## config.mk

```make
export PLATFORM = sky130hd
export DESIGN_NAME = icache_fetch_responder_flat
export DESIGN_NICKNAME = d
export VERILOG_FILES = /design/src/rtl/icache_fetch_responder_if.sv /design/src/rtl/icache_fetch_responder.sv /design/src/flat_wrapper.sv
export SDC_FILE = /design/constraint.sdc
export NUM_CORES = 1
export LEC_CHECK = 0
export CAP_MARGIN = 20
export CELL_PAD_IN_SITES_DETAIL_PLACEMENT = 0
export CELL_PAD_IN_SITES_GLOBAL_PLACEMENT = 1
export CORE_AREA = 2 2 299 301
export CTS_CLUSTER_DIAMETER = 50
export CTS_CLUSTER_SIZE = 12
export DETAILED_ROUTE_END_ITERATION = 8
export DIE_AREA = 0 0 301 303
export PLACE_DENSITY_LB_ADDON = 0.1
export SKIP_CTS_REPAIR_TIMING = 1
export SLEW_MARGIN = 15
export SYNTH_ARGS = -nofsm -noshare
export SYNTH_HDL_FRONTEND = slang
export SYNTH_SLANG_ARGS = --single-unit
```

## constraint.sdc

```tcl
create_clock -name clk -period 11.5 [get_ports clk]
set_input_delay 1.15 -clock clk [delete_from_list [all_inputs] [get_ports clk]]
set_output_delay 1.15 -clock clk [all_outputs]
set_load 0.005 [all_outputs]
```

## src/rtl/icache_fetch_responder_if.sv

```systemverilog
`default_nettype none
// ============================================================================
// icache_fetch_responder_if : fetch-port and physical-memory-port bundle
// Rev 1.0
// ============================================================================
interface icache_fetch_responder_if;
  logic         inst_read;
  logic [15:0]  inst_addr;
  logic [15:0]  inst_rdata;
  logic         inst_resp;
  logic         flush;
  logic         pmem_read;
  logic [15:0]  pmem_address;
  logic [127:0] pmem_rdata;
  logic         pmem_resp;

  // Environment side: fetch stage plus physical memory
  modport master (
    output inst_read, inst_addr, flush, pmem_rdata, pmem_resp,
    input  inst_rdata, inst_resp, pmem_read, pmem_address
  );

  // Cache side
  modport slave (
    input  inst_read, inst_addr, flush, pmem_rdata, pmem_resp,
    output inst_rdata, inst_resp, pmem_read, pmem_address
  );
endinterface
`default_nettype wire

```

## src/rtl/icache_fetch_responder.sv

```systemverilog
`default_nettype none
// ============================================================================
// icache_fetch_responder : direct-mapped I-cache, zero-latency hits, line fill
// Rev 1.0
// ============================================================================
module icache_fetch_responder #(
  parameter int NUM_SETS = 8
) (
  input  logic                     clk,
  input  logic                     reset_n,
  icache_fetch_responder_if.slave  bus
);

  localparam int IDX = $clog2(NUM_SETS);
  localparam int TAG = 12 - IDX;

  localparam logic [1:0] S_IDLE  = 2'd0;
  localparam logic [1:0] S_FETCH = 2'd1;
  localparam logic [1:0] S_FILL  = 2'd2;

  logic [1:0]     state;
  logic [1:0]     state_next;

  logic [127:0]   line_data  [NUM_SETS];
  logic [TAG-1:0] line_tag   [NUM_SETS];
  logic           line_valid [NUM_SETS];

  logic [TAG-1:0] req_tag;
  logic [IDX-1:0] req_idx;
  logic [2:0]     req_word;
  logic [TAG-1:0] fill_tag;
  logic [IDX-1:0] fill_idx;
  logic [127:0]   hit_line;

  logic           hit;
  logic           miss;
  logic           fill_done;
  logic           fill_kill;
  logic           pmem_read_q;
  logic [15:0]    pmem_addr_q;
  logic           inst_resp_c;
  logic [15:0]    inst_rdata_c;
  logic           unused_addr_lsb;

  assign req_tag         = bus.inst_addr[15:4+IDX];
  assign req_idx         = bus.inst_addr[3+IDX:4];
  assign req_word        = bus.inst_addr[3:1];
  assign unused_addr_lsb = bus.inst_addr[0];

  assign fill_tag  = pmem_addr_q[15:4+IDX];
  assign fill_idx  = pmem_addr_q[3+IDX:4];
  assign hit_line  = line_data[req_idx];

  // Lookup only in IDLE; flush takes effect at the edge, so this uses pre-flush valids
  assign hit       = (state == S_IDLE) && bus.inst_read &&
                     line_valid[req_idx] && (line_tag[req_idx] == req_tag);
  assign miss      = (state == S_IDLE) && bus.inst_read && !hit;
  assign fill_done = (state == S_FETCH) && bus.pmem_resp;

  // ---------------------------------------------------------------- state reg
  always_ff @(posedge clk) begin
    if (!reset_n) begin
      state <= S_IDLE;
    end else begin
      state <= state_next;
    end
  end

  // ---------------------------------------------------------------- next state
  always_comb begin
    state_next = state;
    case (state)
      S_IDLE:  if (miss) state_next = S_FETCH;
      S_FETCH: if (bus.pmem_resp) state_next = S_FILL;
      S_FILL:  state_next = S_IDLE;
      default: state_next = S_IDLE;
    endcase
  end

  // ---------------------------------------------------------------- outputs
  always_comb begin
    inst_resp_c  = 1'b0;
    inst_rdata_c = 16'h0000;
    if (hit) begin
      inst_resp_c  = 1'b1;
      inst_rdata_c = hit_line[{req_word, 4'b0000} +: 16];
    end
  end

  assign bus.inst_resp    = inst_resp_c;
  assign bus.inst_rdata   = inst_rdata_c;
  assign bus.pmem_read    = pmem_read_q;
  assign bus.pmem_address = pmem_addr_q;

  // ---------------------------------------------------------------- pmem side
  always_ff @(posedge clk) begin
    if (!reset_n) begin
      pmem_read_q <= 1'b0;
      pmem_addr_q <= 16'h0000;
      fill_kill   <= 1'b0;
    end else begin
      pmem_read_q <= (state_next == S_FETCH);
      if (miss) begin
        pmem_addr_q <= {bus.inst_addr[15:4], 4'b0000};
      end
      // A flush seen while the line is outstanding makes the fill land invalid
      fill_kill <= (state_next == S_FETCH) &&
                   (fill_kill || ((state == S_FETCH) && bus.flush));
    end
  end

  // ---------------------------------------------------------------- storage
  for (genvar s = 0; s < NUM_SETS; s++) begin : g_set
    always_ff @(posedge clk) begin
      if (!reset_n) begin
        line_valid[s] <= 1'b0;
      end else if (bus.flush) begin
        line_valid[s] <= 1'b0;
      end else if (fill_done && (fill_idx == IDX'(s))) begin
        line_valid[s] <= !fill_kill;
      end
    end

    always_ff @(posedge clk) begin
      if (fill_done && (fill_idx == IDX'(s))) begin
        line_data[s] <= bus.pmem_rdata;
        line_tag[s]  <= fill_tag;
      end
    end
  end

endmodule
`default_nettype wire

```

## src/flat_wrapper.sv

```systemverilog
// flat-port wrapper written by rule: the top's interface ports become plain ports
module icache_fetch_responder_flat 
#(
  parameter int NUM_SETS = 8
)
  (clk, reset_n, bus_inst_read, bus_inst_addr, bus_flush, bus_pmem_rdata, bus_pmem_resp, bus_inst_rdata, bus_inst_resp, bus_pmem_read, bus_pmem_address);
  icache_fetch_responder_if bus_i ();
  input  logic clk;
  input  logic reset_n;
  input wire logic [$bits(bus_i.inst_read)-1:0] bus_inst_read;
  input wire logic [$bits(bus_i.inst_addr)-1:0] bus_inst_addr;
  input wire logic [$bits(bus_i.flush)-1:0] bus_flush;
  input wire logic [$bits(bus_i.pmem_rdata)-1:0] bus_pmem_rdata;
  input wire logic [$bits(bus_i.pmem_resp)-1:0] bus_pmem_resp;
  output wire logic [$bits(bus_i.inst_rdata)-1:0] bus_inst_rdata;
  output wire logic [$bits(bus_i.inst_resp)-1:0] bus_inst_resp;
  output wire logic [$bits(bus_i.pmem_read)-1:0] bus_pmem_read;
  output wire logic [$bits(bus_i.pmem_address)-1:0] bus_pmem_address;
  assign bus_i.inst_read = bus_inst_read;
  assign bus_i.inst_addr = bus_inst_addr;
  assign bus_i.flush = bus_flush;
  assign bus_i.pmem_rdata = bus_pmem_rdata;
  assign bus_i.pmem_resp = bus_pmem_resp;
  assign bus_inst_rdata = bus_i.inst_rdata;
  assign bus_inst_resp = bus_i.inst_resp;
  assign bus_pmem_read = bus_i.pmem_read;
  assign bus_pmem_address = bus_i.pmem_address;
  icache_fetch_responder #(.NUM_SETS(NUM_SETS)) u_core (.clk(clk), .reset_n(reset_n), .bus(bus_i));
endmodule
```

======== Word-level counts from Yosys, hierarchy flattened ========
Memory sizes are Yosys's and may differ from the RTL's.
Index checks and enable logic that the tools add are counted.
storage, ports and cells
  flip-flop bits (word level) ............. 16
  RAM bits ................................ 1,104
  input bits .............................. 149
  output and inout port bits .............. 34
  logic and storage cells ................. 175
  memories ................................ 3
memories
  memory             words  width  read ports  clocked after Yosys merged registers in  wr ports  line                          source
  u_core.line_data   8      128    1           0                                        1         icache_fetch_responder.sv:24  logic [127:0] line_data [NUM_SETS];
  u_core.line_tag    8      9      1           0                                        1         icache_fetch_responder.sv:25  logic [TAG-1:0] line_tag [NUM_SETS];
  u_core.line_valid  8      1      1           0                                        8         icache_fetch_responder.sv:26  logic line_valid [NUM_SETS];
cells by class
  equal/unequal tests ..................... 10
  shifts and indexed selects .............. 1
  muxes and demuxes ....................... 107
  bitwise operators ....................... 16
  reductions and logical operators ........ 34
operators with widths
  kind                                                                   number
  128-bit two-way mux                                                    7
  128-bit OR reduction                                                   7
  128-bit by 8-bit indexed part select with 16-bit output                1
  1-bit two-way mux                                                      75
  9-bit two-way mux                                                      7
  9-bit OR reduction                                                     7
  3-bit two-way mux                                                      14
  16-bit two-way mux                                                     1
  1-bit bitwise OR                                                       16
  1-bit logical AND                                                      15
  3-bit equality test, second input constant                             4
  9-bit equality test                                                    1
  3-bit by 2-bit equality test with 1-bit output, second input constant  2
  2-bit by 1-bit equality test with 1-bit output, second input constant  2
  2-bit two-way mux                                                      2
  2-bit case mux with 2 select lines                                     1
  3-bit by 1-bit equality test with 1-bit output, second input constant  1
  3-bit logical NOT                                                      1
  1-bit logical NOT                                                      2
  2-bit logical NOT                                                      1
  1-bit logical OR                                                       1

======== Depth between registers and ports, before layout ========
Gate-level depths: netlist of run 1.
  depth in word-level cells ............... 13
  mapped depth ............................ 11
  depth with buffers taken out ............ 6

======== Worst setup path before layout of run 1 ========
Ideal clock, no wire load.
  path kind ............................... input port to flip-flop
  start ................................... input port bus_pmem_resp
  end ..................................... memory u_core.line_data[4][0] (enable)
  data arrival time ....................... 10.717 ns
  required time ........................... 10.694 ns
  slack ................................... -0.022 ns
  cell stages on the path ................. 4
  path through ............................ nand2_1 > nor2_1 > nand2_1 > nor3_1
on the way
  cells in the longest elaborated chain, start to end .. 12
  elaborated cells between the ends (all ways) .. 46
RTL lines
  item                                                                                  line                           source
  start, declared                                                                       flat_wrapper.sv:14             input wire logic [$bits(bus_i.pmem_resp)-1:0] bus_pmem_resp;
  1-bit logical AND *                                                                   icache_fetch_responder.sv:58   assign fill_done = (state == S_FETCH) && bus.pmem_resp;
  1-bit logical AND                                                                     icache_fetch_responder.sv:125  if (fill_done && (fill_idx == IDX'(s))) begin
  1-bit two-way mux                                                                     icache_fetch_responder.sv:125
  1-bit two-way mux (implied by the code)                                               icache_fetch_responder.sv:126  line_data[s] <= bus.pmem_rdata;
  128-bit OR reduction (no line)                                                        n/a
  3-bit two-way mux (no line) / 1-bit two-way mux (equally long branches) (7 in a row)  n/a
  end, declared                                                                         icache_fetch_responder.sv:24
Mark *: on every way between the ends. The rest lies on a longest branch, timed or not.

======== Final worst setup path of run 1 ========
  start ................................... input port bus_inst_addr[4]
  end ..................................... output port bus_inst_rdata[6]
on the way
  cells in the longest elaborated chain, start to end .. 4
  elaborated cells between the ends (all ways) .. 8
RTL lines
  item                                                                             line                          source
  start, declared                                                                  flat_wrapper.sv:11            input wire logic [$bits(bus_i.inst_addr)-1:0] bus_inst_addr;
  parallel branches: the longest is 3 deep, another holds memory read 8 x 128 bit  n/a
  16-bit two-way mux *                                                             icache_fetch_responder.sv:84  if (hit) begin
  end, declared                                                                    flat_wrapper.sv:15            output wire logic [$bits(bus_i.inst_rdata)-1:0] bus_inst_rdata;
Every way passes the cells marked *.

==> summary.txt, run 1 <==
Outcome
  • Status: completed

CTS
  • Clock Path Buffers: 3
  • Worst-path clk slew: 60 ps
  • CTS H-tree depth: 3
  • Total clock sinks: 1120
  • Clock buffer count from CTS: 118
  • Clock latency on the worst-skew pair: between 600 and 700 ps
  • Root buf cell: clkbuf_16
  • Clock tree from TritonCTS: built

GRT
  • Global-route wire length before repair: approximately 140000 µm
  • GRT Total Usage: 0.210
  • Vias in the first global route: 19946
  • Largest net degree at the start of global routing: 103
  • GRT Residual Overflow: 0
  • Antenna violations before repair: 18

Drt
  • DRC viols: 0
  • DR vias/cell: 5.91
  • Via Count: 18919
  • Antenna Nets Post-Route: 0
  • DRT Wirelength: 94200 µm
  • Initial DRC count: 1618
  • DRT Pass-1 Iters: 5
  • Avg WL per Cell: 29.4 µm

STA
  • Peak Freq: 144 MHz
  • Hold WS: 505 ps
  • Min Clock Period, post-route: 6930 ps
  • Endpoints failing hold: 0
  • Slew margin rel.: 0.273
  • Slew Limit Fails: 0
  • RSZ-0062 raised after global routing: no
  • Worst-margin pin slew: 1090 ps
  • Setup TNS: 0 ps
  • Final WS setup: 4570 ps
  • Setup Skew: 17.4 ps
  • Period Utilization, post-route: 0.602
  • # setup viols final: 0

Setup path
  • Crit path required time: around 10000 ps
  • Critical path type: primary input to primary output
  • CP endpoint kind: primary output
  • Arr. time, crit path: around 5800 ps
  • CP startpoint kind: primary input
  • Max FO, Critical Path: between 100 and 150

Logic synthesis
  • Syn Area/Cell: between 20 and 25 µm²
  • Synthesized instance count: between 1500 and 2000
  • Seq/Total Area, Yosys: 0.780
  • Number of synthesized register bits: 1120
  • Mapped cell area: 0.0429 mm²
  • Synth area leader: edfxtp_1
  • Syn. warnings: 0
  • Share of the synthesized area in the top cell type: 0.772
  • Yosys cell types: 36
  • Area contributors post-synth: edfxtp_1 (77%), mux4_2 (19%), dfxtp_1 (0.79%)

Floorplanning
  • Die ar.: 0.0912 mm²
  • # rows: between 100 and 150
  • Die Wd: about 300 µm
  • Die height: 303 µm
  • Starting utilization of the core area: 0.488
  • Core area: about 0.09 mm²
  • I/O Pins: 183

Placed design
  • DP HPWL: 51200 µm
  • Post-place setup slack: roughly 4500 ps
  • # port buffers: 177
  • Gp weighted congestion: around 0.73

Power
  • Final Power: 8600 µW
  • Pwr Density: 174 mW/mm²
  • P_leak: ~0.015 µW
  • Peak VDD IR: 0.126 mV

Final layout
  • Share of cells above drive strength 1: 0.269
  • Area growth syn-to-layout: 15.5%
  • Final core utilization: 0.564
  • Total Nets Final: 2109
  • Commonest non-fill, non-tap cell in the layout: edfxtp_1
  • Commonest non-fill, non-tap cells in the layout: edfxtp_1 (1103), mux4_2 (354), clkdlybuf4s50_1 (173), clkbuf_16 (121), buf_4 (28)

Run
  • Maxcap violations: 0

Min path
  • Hold crit path type: flop to flop
## logic make-up (layout without fill, tap and decap cells)
family	count (synthesis)	after routing	synth area share
flip-flops	1120	1120	0.780
multiplexers	367	367	0.189
buffers and inverters	106	407	0.0127
AND/OR/NAND/NOR	104	104	0.0122
AO/OA/AOI/OAI	22	22	0.00467
XOR/XNOR	8	8	0.00163
other	1	6	0.0000874
## cells in the mapped netlist
cell type and count:
edfxtp_1 1103, o2bb2ai_1 2, nand2_1 27, and2_1 1, nand3b_1 1, or3_1 3, dfxtp_1 17, inv_1 9
and4_1 1, buf_6 9, a311o_1 12, nand2b_1 5, nor3_1 2, buf_2 19, buf_1 18, a21oi_1 1
buf_4 15, o211a_1 1, o22a_1 1, o21a_1 1, xor2_1 6, a31oi_1 1, o2111ai_1 2, clkbuf_1 36
mux2i_1 13, nor2_1 25, nor4_1 12, conb_1 1, mux4_2 354, or4_1 1, nand4b_1 2, nor2b_1 20
xnor2_1 2, nor3b_1 1, nand3_1 3, a22oi_1 1
## sequential cells by signal (all words and copies together) (netlist names)
register	cells
u_core.bus.pmem_address	12
u_core.line_tag	72
u_core.line_valid	8
u_core.state	2
u_core.fill_kill	1
u_core.line_data	1024
u_core.bus.pmem_read	1
## metal layers
layer / vias to the layer above / share of wire / GRT usage
li1: 7947 / - / -
met1: 10320 / 0.42 / 0.295
met2: 491 / 0.50 / 0.347
met3: 145 / 0.054 / 0.0369
met4: 16 / 0.020 / 0.0532
met5: - / 0.0011 / 0
## worst max-delay path, cell delays in order
cell	delay, ps
buf_8	570
buf_12	670
buf_4	670
mux4_2	600
mux4_2	600
mux4_2	550
nor2b_1	160
clkdlybuf4s50_1	460
## layout make-up
class                      count  area (µm²)
fill                        6396       38400
sequential                  1120       33500
multi-input combinational    505        8920
clock buffer                 143        3110
timing repair buffer         206        2010
tap                         1165        1460
clock inverter                49         532
inverter                       9        68.8
antenna                        2        5.00
## final timing paths
kind                                      startpoint                       to  slack (ps)  cells past startpoint
worst max-delay path                bus_inst_addr[4]        bus_inst_rdata[6]        4570                      8
worst min-delay path            u_core.line_valid[4]     u_core.line_valid[4]         510                      1
worst max register to register       u_core.state[0]  u_core.line_data[3][45]        7920                      6
worst min register to register  u_core.line_valid[4]     u_core.line_valid[4]         510                      1
## per-stage QoR
stage	std cells	cell area (µm²)
after detailed placement	3005	45900
final	3199	49600
after global placement	3005	45900
after CTS	3197	49600
after floorplan	1731	42900
after global routing	3198	49600
## where the power goes
group / switching [µW] / internal [µW]
Sequential: 15.4 / 4530
Clock: 1480 / 2140
Combinational: 230 / 211
Total: 1720 / 6880
(Power assumes the default switching activity.)
==> inputs of run 2 (changes only) <==
- CORE_AREA: 2 2 299 301 -> 2 2 285 287
- DIE_AREA: 0 0 301 303 -> 0 0 287 289
- clock period: 11.5 -> 7.1 ns (I/O delays scaled with it)
==> run 2 against run 1 <==
Worst hold slack worse by 6.5 ps. Non-clock buffer count down 5. Worst setup slack worse by 2800 ps. Register-to-register slack worse by 4100 ps. Via count about the same. Largest cell class unchanged. Utilization up 5.4 points. Combinational power up 62%.
==> summary.txt, run 2 (synthesized netlist as in run 1, its figures left out) <==
STA
  • # setup viols final: 0 (unchanged)
  • Worst-margin pin slew: 1100 ps (was 1090 ps)
  • RSZ-0062 raised after global routing: no (unchanged)
  • Endpoints failing hold: 0 (unchanged)
  • Period Utilization, post-route: 0.749
  • Peak Freq: 188 MHz
  • Slew Limit Fails: 0 (unchanged)
  • Min Clock Period, post-route: between 5000 and 6000 ps
  • Slew margin rel.: 0.268 (was 0.273)
  • Setup TNS: 0 ps (unchanged)
  • Setup Skew: 20.3 ps (was 17.4 ps)

Floorplanning
  • Core area: 0.0799 mm² (was 0.0880 mm²)
  • Starting utilization of the core area: 0.537 (was 0.488)
  • Die height: 289 µm (was 303 µm)
  • Die ar.: 0.0829 mm² (was 0.0912 mm²)
  • # rows: 104 (was 109)
  • I/O Pins: 183 (unchanged)
  • Die Wd: 287 µm (was 301 µm)

Setup path
  • Critical path depth: 8 (unchanged)
  • Worst r2r path cells: 6 (unchanged)
  • CP startpoint kind: primary input (unchanged)
  • R2R Setup Slk: 3860 ps (was 7920 ps)
  • Slowest CP cell: or4_1 (was buf_12)
  • Max incr delay on CP: 1050 ps (was 670 ps)
  • Crit-path cells: buf_8 > mux4_2 > mux2i_1 > xor2_1 > o2111ai_1 > or4_1 > nor2b_1 > clkdlybuf4s50_1 (was buf_8 > buf_12 > buf_4 > mux4_2 > mux4_2 > mux4_2 > nor2b_1 > clkdlybuf4s50_1)
  • Max FO, Critical Path: 57 (was 102)
  • WP buf/inv: 2 (was 4)
  • Critical path type: primary input to primary output (unchanged)
  • Arr. time, crit path: 4610 ps (was 5780 ps)
  • CP delay by family, top: simple AND/OR/NAND/NOR gates (was buffers and inverters)
  • CP endpoint kind: primary output (unchanged)
  • Crit path required time: 6390 ps (was 10350 ps)

Drt
  • DRT Wirelength: 91400 µm (was 94200 µm)
  • Antenna Nets Post-Route: 0 (unchanged)
  • Initial DRC count: 1690 (was 1618)
  • DRT Pass-1 Iters: 5 (unchanged)
  • DRC viols: 0 (unchanged)
  • Avg WL per Cell: 29.7 µm (was 29.4 µm)
  • Via Count: 18908 (was 18919)
  • DR vias/cell: 6.14 (was 5.91)

Placed design
  • # port buffers: 177 (unchanged)
  • DP HPWL: 48100 µm (was 51200 µm)
  • Gp weighted congestion: 0.732 (was 0.725)
  • Cells after DPL: 2895 (was 3005)

Final layout
  • Max reg flops: 1024 (unchanged)
  • Total Nets Final: 2102 (was 2109)
  • Area occupied by multi-input gates: 0.00892 mm² (unchanged)
  • Fillers: 5489 (was 6396)
  • Share of cells above drive strength 1: 0.271 (was 0.269)
  • Sequential Area: 0.0335 mm² (unchanged)
  • Post-Layout Cell Count: 3080 (was 3199)
  • Largest reg by FF count: u_core.line_data (unchanged)
  • Area growth syn-to-layout: 15.0% (was 15.5%)
  • Commonest non-fill, non-tap cell in the layout: edfxtp_1 (unchanged)
  • Commonest non-fill, non-tap cells in the layout: edfxtp_1 (1103), mux4_2 (354), clkdlybuf4s50_1 (173), clkbuf_16 (119), nand2_1 (27) (was edfxtp_1 (1103), mux4_2 (354), clkdlybuf4s50_1 (173), clkbuf_16 (121), buf_4 (28))

GRT
  • Global-route wire length before repair: 135000 µm (was 137000 µm)
  • GRT Residual Overflow: 0 (unchanged)
  • GRT Total Usage: 0.226 (was 0.210)
  • Vias in the first global route: 20106 (was 19946)
  • Antenna violations before repair: 19 (was 18)
  • Largest net degree at the start of global routing: 112 (was 103)

CTS
  • Worst-path clk slew: 60 ps (about the same)
  • Clock buffer count from CTS: 116 (was 118)
  • CTS H-tree depth: 3 (unchanged)
  • Clock latency on the worst-skew pair: 680 ps (was 670 ps)
  • Total clock sinks: 1120 (unchanged)
  • Root buf cell: clkbuf_16 (unchanged)
  • Clock Path Buffers: 3 (unchanged)
  • Clock tree from TritonCTS: built (unchanged)

Power
  • Peak VDD IR: 0.208 mV (was 0.126 mV)
  • Pwr Density: 276 mW/mm² (was 174 mW/mm²)
  • P_leak: 0.0152 µW (was 0.0153 µW)

Min path
  • Hold crit path type: flop to flop (unchanged)
  • WHS Path Cells: 1 (unchanged)

Outcome
  • Status: completed (unchanged)

Run
  • Maxcap violations: 0 (unchanged)
[run 2: cell types whose count changed in the layout (fill, tap and decap cells not counted), moves of 3 or more]
| cell | change |
|---|---|
| buf_4 | -14 |
| clkinvlp_4 | +4 |
| buf_12 | +10 |
| clkbuf_1 | -8 |
| clkinv_2 | +3 |
| diode_2 | +4 |
| bufinv_16 | -7 |
| clkinv_1 | -9 |
[run 2: cell type report]
type,count,share of cell area
sequential,1120,0.678
multi-input combinational,505,0.181
clock buffer,135,0.0620
timing repair buffer,201,0.0425
tap,1060,0.0269
clock inverter,44,0.00761
inverter,9,0.00140
antenna,6,0.000304
[run 2: worst register-to-register path, stage by stage (launching register included)]
cell and delay [ps]:
edfxtp_1 380, mux4_2 480, mux2i_1 220, xor2_1 270, nand4b_1 560, or3_1 790
a311o_1 420
[run 2: worst paths after layout]
path | from | to
setup / recovery | bus_inst_addr[4] | bus_inst_rdata[10]
hold / removal | u_core.line_valid[4] | u_core.line_valid[4]
setup reg to reg | u_core.line_tag[7][7] | u_core.bus.pmem_address[8]
hold reg to reg | u_core.line_valid[4] | u_core.line_valid[4]
[run 2: power breakdown]
part           internal, µW  switching, µW  leakage [µW]  total, µW
clock                  3180           2380       0.00166       5560
sequential             7330           25.0        0.0101       7360
combinational           344            370       0.00348        714
[run 2: through the flow]
stage                     setup slack, ps  instance area (µm²)  total power, µW  hold WS, ps  utilization
after detailed placement             1670                45900             8230          487        0.574
after CTS                            1660                49300            13800          502        0.617
after floorplan                       284                42900             7900          468            -
final                                1780                49300            13600          499        0.617
after global placement               1730                45900             8210          480        0.574
after global routing                 1580                49300            14100          521        0.617
[run 2: routing by layer]
layer / wire [µm] / up-vias / GRT usage
li1: - / 7953 / -
met1: 37300 / 10209 / 0.311
met2: 46100 / 594 / 0.371
met3: 6260 / 126 / 0.0504
met4: 1520 / 26 / 0.0598
met5: 174 / - / 0
